`src/rtl/serial_divider.sv`:
```
// ---------------------------------------------------------------------------
// serial_divider
//   Unsigned restoring divider, one quotient bit per clock, MSB first.
//   Operands are taken with a valid/ready handshake, the result is offered
//   with a valid/ready handshake and held until consumed.
//
//   Ports
//     clk          : clock, all state changes on the rising edge
//     rst_n        : asynchronous active-low reset
//     in_valid     : dividend/divisor presented
//     in_ready     : divider idle and able to accept operands
//     dividend     : unsigned dividend  [WIDTH-1:0]
//     divisor      : unsigned divisor   [WIDTH-1:0]
//     out_valid    : result available
//     out_ready    : consumer takes the result
//     quotient     : unsigned quotient  [WIDTH-1:0]
//     remainder    : unsigned remainder [WIDTH-1:0]
//     div_by_zero  : result came from a zero divisor (zero-check build only)
//
//   Build option
//     SERIAL_DIVIDER_ZERO_CHECK_EN : when defined, a zero divisor is
//     recognised in the first cycle after acceptance and the result is
//     delivered after one cycle with div_by_zero = 1. When undefined, a zero
//     divisor runs the full WIDTH-step algorithm, which naturally yields
//     quotient = all ones and remainder = dividend; div_by_zero stays 0.
// ---------------------------------------------------------------------------
module serial_divider #(
    parameter int WIDTH = 20
) (
    input  logic             clk,
    input  logic             rst_n,
    input  logic             in_valid,
    output logic             in_ready,
    input  logic [WIDTH-1:0] dividend,
    input  logic [WIDTH-1:0] divisor,
    output logic             out_valid,
    input  logic             out_ready,
    output logic [WIDTH-1:0] quotient,
    output logic [WIDTH-1:0] remainder,
    output logic             div_by_zero
);

`ifdef SERIAL_DIVIDER_ZERO_CHECK_EN
    localparam bit ZERO_CHECK_EN = 1'b1;
`else
    localparam bit ZERO_CHECK_EN = 1'b0;
`endif

    localparam int CW = $clog2(WIDTH + 1);

    typedef enum logic [1:0] {
        IDLE,
        CALC,
        DONE
    } state_t;

    state_t           state_q, state_d;
    logic [CW-1:0]    cnt_q, cnt_d;
    logic [WIDTH-1:0] dvd_q, dvd_d;     // dividend, shifted out MSB first
    logic [WIDTH-1:0] dvs_q, dvs_d;     // registered divisor
    logic [WIDTH-1:0] acc_q, acc_d;     // quotient being built
    logic [WIDTH-1:0] prem_q, prem_d;   // partial remainder being built
    logic [WIDTH-1:0] quo_q, quo_d;     // published quotient
    logic [WIDTH-1:0] rem_q, rem_d;     // published remainder
    logic             dbz_q, dbz_d;

    // One restoring step. The partial remainder is one bit wider than the
    // operands so the compare sees the bit shifted out of prem_q. When the
    // subtraction happens the true difference is below the divisor and fits
    // in WIDTH bits, so a WIDTH-bit subtract is exact. For a zero divisor
    // the compare always succeeds and the remainder register simply fills
    // with the dividend bits, giving quotient all ones, remainder dividend.
    logic [WIDTH:0]   partial;
    logic             step_ge;
    logic [WIDTH-1:0] step_rem;
    logic [WIDTH-1:0] step_acc;

    assign partial  = {prem_q, dvd_q[WIDTH-1]};
    assign step_ge  = (partial >= {1'b0, dvs_q});
    assign step_rem = step_ge ? (partial[WIDTH-1:0] - dvs_q) : partial[WIDTH-1:0];
    assign step_acc = (acc_q << 1) | {{(WIDTH-1){1'b0}}, step_ge};

    // Ready is also gated by rst_n so it reads 0 for the whole reset interval.
    assign in_ready    = rst_n && (state_q == IDLE);
    assign out_valid   = (state_q == DONE);
    assign quotient    = quo_q;
    assign remainder   = rem_q;
    assign div_by_zero = dbz_q;

    always_comb begin
        state_d = state_q;
        cnt_d   = cnt_q;
        dvd_d   = dvd_q;
        dvs_d   = dvs_q;
        acc_d   = acc_q;
        prem_d  = prem_q;
        quo_d   = quo_q;
        rem_d   = rem_q;
        dbz_d   = dbz_q;

        case (state_q)
            IDLE: begin
                if (in_valid && in_ready) begin
                    dvd_d   = dividend;
                    dvs_d   = divisor;
                    acc_d   = '0;
                    prem_d  = '0;
                    cnt_d   = CW'(WIDTH);
                    state_d = CALC;
                end
            end

            CALC: begin
                if (ZERO_CHECK_EN && (dvs_q == '0)) begin
                    // The zero check takes the place of the first step; the
                    // dividend register has not been shifted yet.
                    quo_d   = '1;
                    rem_d   = dvd_q;
                    dbz_d   = 1'b1;
                    cnt_d   = '0;
                    state_d = DONE;
                end else begin
                    dvd_d  = dvd_q << 1;
                    acc_d  = step_acc;
                    prem_d = step_rem;
                    cnt_d  = cnt_q - 1'b1;
                    if (cnt_q == CW'(1)) begin
                        quo_d   = step_acc;
                        rem_d   = step_rem;
                        dbz_d   = 1'b0;
                        state_d = DONE;
                    end
                end
            end

            DONE: begin
                if (out_ready) begin
                    state_d = IDLE;
                end
            end

            default: begin
                state_d = IDLE;
            end
        endcase
    end

    always_ff @(posedge clk or negedge rst_n) begin
        if (!rst_n) begin
            state_q <= IDLE;
            cnt_q   <= '0;
            dvd_q   <= '0;
            dvs_q   <= '0;
            acc_q   <= '0;
            prem_q  <= '0;
            quo_q   <= '0;
            rem_q   <= '0;
            dbz_q   <= 1'b0;
        end else begin
            state_q <= state_d;
            cnt_q   <= cnt_d;
            dvd_q   <= dvd_d;
            dvs_q   <= dvs_d;
            acc_q   <= acc_d;
            prem_q  <= prem_d;
            quo_q   <= quo_d;
            rem_q   <= rem_d;
            dbz_q   <= dbz_d;
        end
    end

endmodule

```
`config.mk`:
```
export PLATFORM = sky130hd
export DESIGN_NAME = serial_divider
export DESIGN_NICKNAME = d
export VERILOG_FILES = /design/src/rtl/serial_divider.sv
export SDC_FILE = /design/constraint.sdc
export NUM_CORES = 1
export LEC_CHECK = 0
export CAP_MARGIN = 40
export CORE_MARGIN = 2
export CORE_UTILIZATION = 50
export DETAILED_ROUTE_END_ITERATION = 6
export PLACE_DENSITY_LB_ADDON = 0.12
export SLEW_MARGIN = 20
export SYNTH_ARGS = -nofsm -noshare
export SYNTH_HDL_FRONTEND = slang
export SYNTH_SLANG_ARGS = --single-unit
export TNS_END_PERCENT = 20
```
`constraint.sdc`:
```
create_clock -name clk -period 3.39 [get_ports clk]
set_input_delay 0.5085 -clock clk [delete_from_list [all_inputs] [get_ports clk]]
set_output_delay 0.5085 -clock clk [all_outputs]
set_load 0.1 [all_outputs]
```
==> flow_summary.ini <==
[logic_synthesis]
syn_area_sq_mm = 0.00623
synth_edf_count = 0
yosysMostFrequentCell = nand2_1
synth_top_cell_area_share_pct = 50.6
yosysWarnings = 0
synthSimpleGateAreaFrac_pct = 18.2
synth_common_cells = nand2_1, dfrtp_1, o21ai_0, nor2_1, o21ai_1
synth_compound_area_share_pct = 17.8
avgSynthCellArea_sq_um = 8.82
synth_cells = 707
synth-async-reset-ratio_pct = 100
syn_nets = 774
synthTopCellsByArea = dfrtp_1, nand2_1, o21ai_0
yosysSeqAreaShare_pct = 50.6
ys_ff_latch = 126
synthFlopType = dfrtp_1
synth_top_family_by_area = simple AND/OR/NAND/NOR gates
yosys.area.top_type = dfrtp_1
synthMuxAreaShare_pct = 1.77
synth_cell_types = 55
synth_xor_area_share_pct = 2.11
synthAdderAreaFrac_pct = 4.74

[floorplan]
dieHeight_um = 116
die_w_um = 116
num_rows = 40
design.core.area_sq_mm = 0.0121
start_util_pct = 51.5
die-area_sq_mm = 0.0134
io_pins = 87

[routing]
drtIter0Drc = 305
viasPerCell = 5.45
drc = 0
ant_nets = 0
dr.pass1.iters = 5
avgRoutedWirePerCell_um = 16.5
routed_wirelength_mm = 16.5
vias = 5460

[layout]
num_antenna_cells = 0
multi_input_area_sq_mm = 0.00280
fillers = 952
area_delta_synth_final_pct = 36.8
ff_latch_area_sq_mm = 0.00315
nets = 890
drive_gt1_share_pct = 11.2

[clock_network]
cts_setup_buffers = 0
cts-root-buf = clkbuf_16
htreeDepth = 4
cts.path.max_buffers = 2
clk_pin_slew_ns = 0.06
cts_tree = built
worstSkewPairLatency_ns = 0.42
cts_sinks = 126
numCtsBuffers = 17

[global_routing]
grt_pass1_wl_mm = 27.3
grt_overflow_total = 0
antenna_found_initial = 0
grt_pass1_vias = 5670
grt_usage_pct = 26.2
grt_max_degree = 69

[worst_setup_path]
required_ns = 3.65
endpoint_kind = flip-flop
critPathArrivalTime_ns = 3.34
crit_type = reg -> reg
worstPathMaxFanout = 3
cp-start-kind = flip-flop

[place]
dp_hpwl_mm = 11.3
gp_congestion = 0.931
io_buffer_count = 85

[timing]
clock_skew_ns = 0.00659
max_freq_mhz = 325
rsz0062_at_grt = false
setup_tns_ns = 0
maxSlewViolCount = 0
min_period_ns = 3.08
fin_crit_sh_pct = 90.9
hold_viol = 0
worst-slew-pin-transition_ns = 0.827
slew_headroom_pct = 44.9
setup_viol = 0

[min_path]
hp-class = in -> async

[run_status]
status = complete, no violations

[run]
maxCapViolCount = 0
cell type report:
cell class | instances | share of cell area (%)
clock inverter | 10 | 1.91
timing repair buffer | 137 | 19.1
multi-input combinational | 509 | 32.8
sequential | 126 | 37.0
clock buffer | 20 | 5.35
tap | 168 | 2.46
inverter | 32 | 1.41
metrics by stage:
stage                     area [sq um]  std cells  hold WS, ns  worst slack (ns)  util, %
after floorplan                   6240        707        0.213             0.550        -
after global placement            7220        931        0.454             0.412     59.6
after detailed placement          7880        971        0.462             0.273     65.1
after CTS                         8500       1001        0.322             0.245     70.2
after global routing              8530       1002        0.364             0.162     70.4
final                             8530       1002        0.300             0.308     70.4
critical path, stage by stage, from the launching register on:
cell	delay (ns)
dfrtp_1	0.37
inv_1	0.07
ha_1	0.20
inv_1	0.06
fa_1	0.40
a21o_1	0.21
a221o_1	0.37
a221oi_2	0.37
nor3_1	0.08
o21ba_1	0.18
a2111oi_2	0.45
o31ai_1	0.16
layout by cell type, fill, tap and decap left out, types with 6 or more instances in the layout:
cell type        synthesis  final
clkbuf_16                0     17
o21ai_0                 59     59
a21o_1                  10     10
nand2_1                181    180
buf_8                    0     35
nor2_1                  44     44
nor3_1                   6      6
mux2i_1                 11     11
nand3_1                 13     13
inv_1                   32     32
buf_4                    1     13
a21oi_1                 23     23
buf_16                   0      6
o21ai_1                 43     43
ha_1                    22     22
xnor2_1                 14     14
clkdlybuf4s50_1          0     82
o22ai_1                 20     20
dfrtp_1                126    126
cell families after synthesis:
logic type | after synthesis
xor+xnor | 15
fa+ha+maj | 23
other cells | 1
flops | 126
mux | 11
buf+inv | 72
compound gates | 187
simple gates | 272
flip-flops by register name, summed over array words and instances, names as in the netlist:
register	count
dvs_q	20
quotient	20
dvd_q	20
prem_q	20
cnt_q	5
remainder	20
acc_q	19
state_q	2
repair_timing:
action                                 CTS  global route
resized for setup                        0             1
setup endpoints to repair                0             1
endpoints found under the hold margin    0             0
hold buffers                             0             0
worst paths after layout:
kind | start | endpoint | slack [ns] | cells after the start
min reg2reg | quotient[18] | quotient[18] | 0.48 | 2
max reg2reg | dvd_q[19] | remainder[18] | 0.31 | 11
max in group asynchronous | rst_n | prem_q[13] | 2.07 | 4
min in group clk | quotient[18] | quotient[18] | 0.48 | 2
max | dvd_q[19] | remainder[18] | 0.31 | 11
min | rst_n | dvs_q[4] | 0.30 | 2
layer usage:
metal	vias to the layer above	routed length, um	track usage (%)	part of all wire (%)
li1	2634	-	-	-
met1	2632	7180	33.4	43
met2	163	8200	44.7	50
met3	31	835	5.86	5.1
met4	0	320	8.73	1.9
met5	-	0	0	0
Power is not shown: default switching activity piles up to over one toggle a cycle in this logic, so the estimate is an artifact.
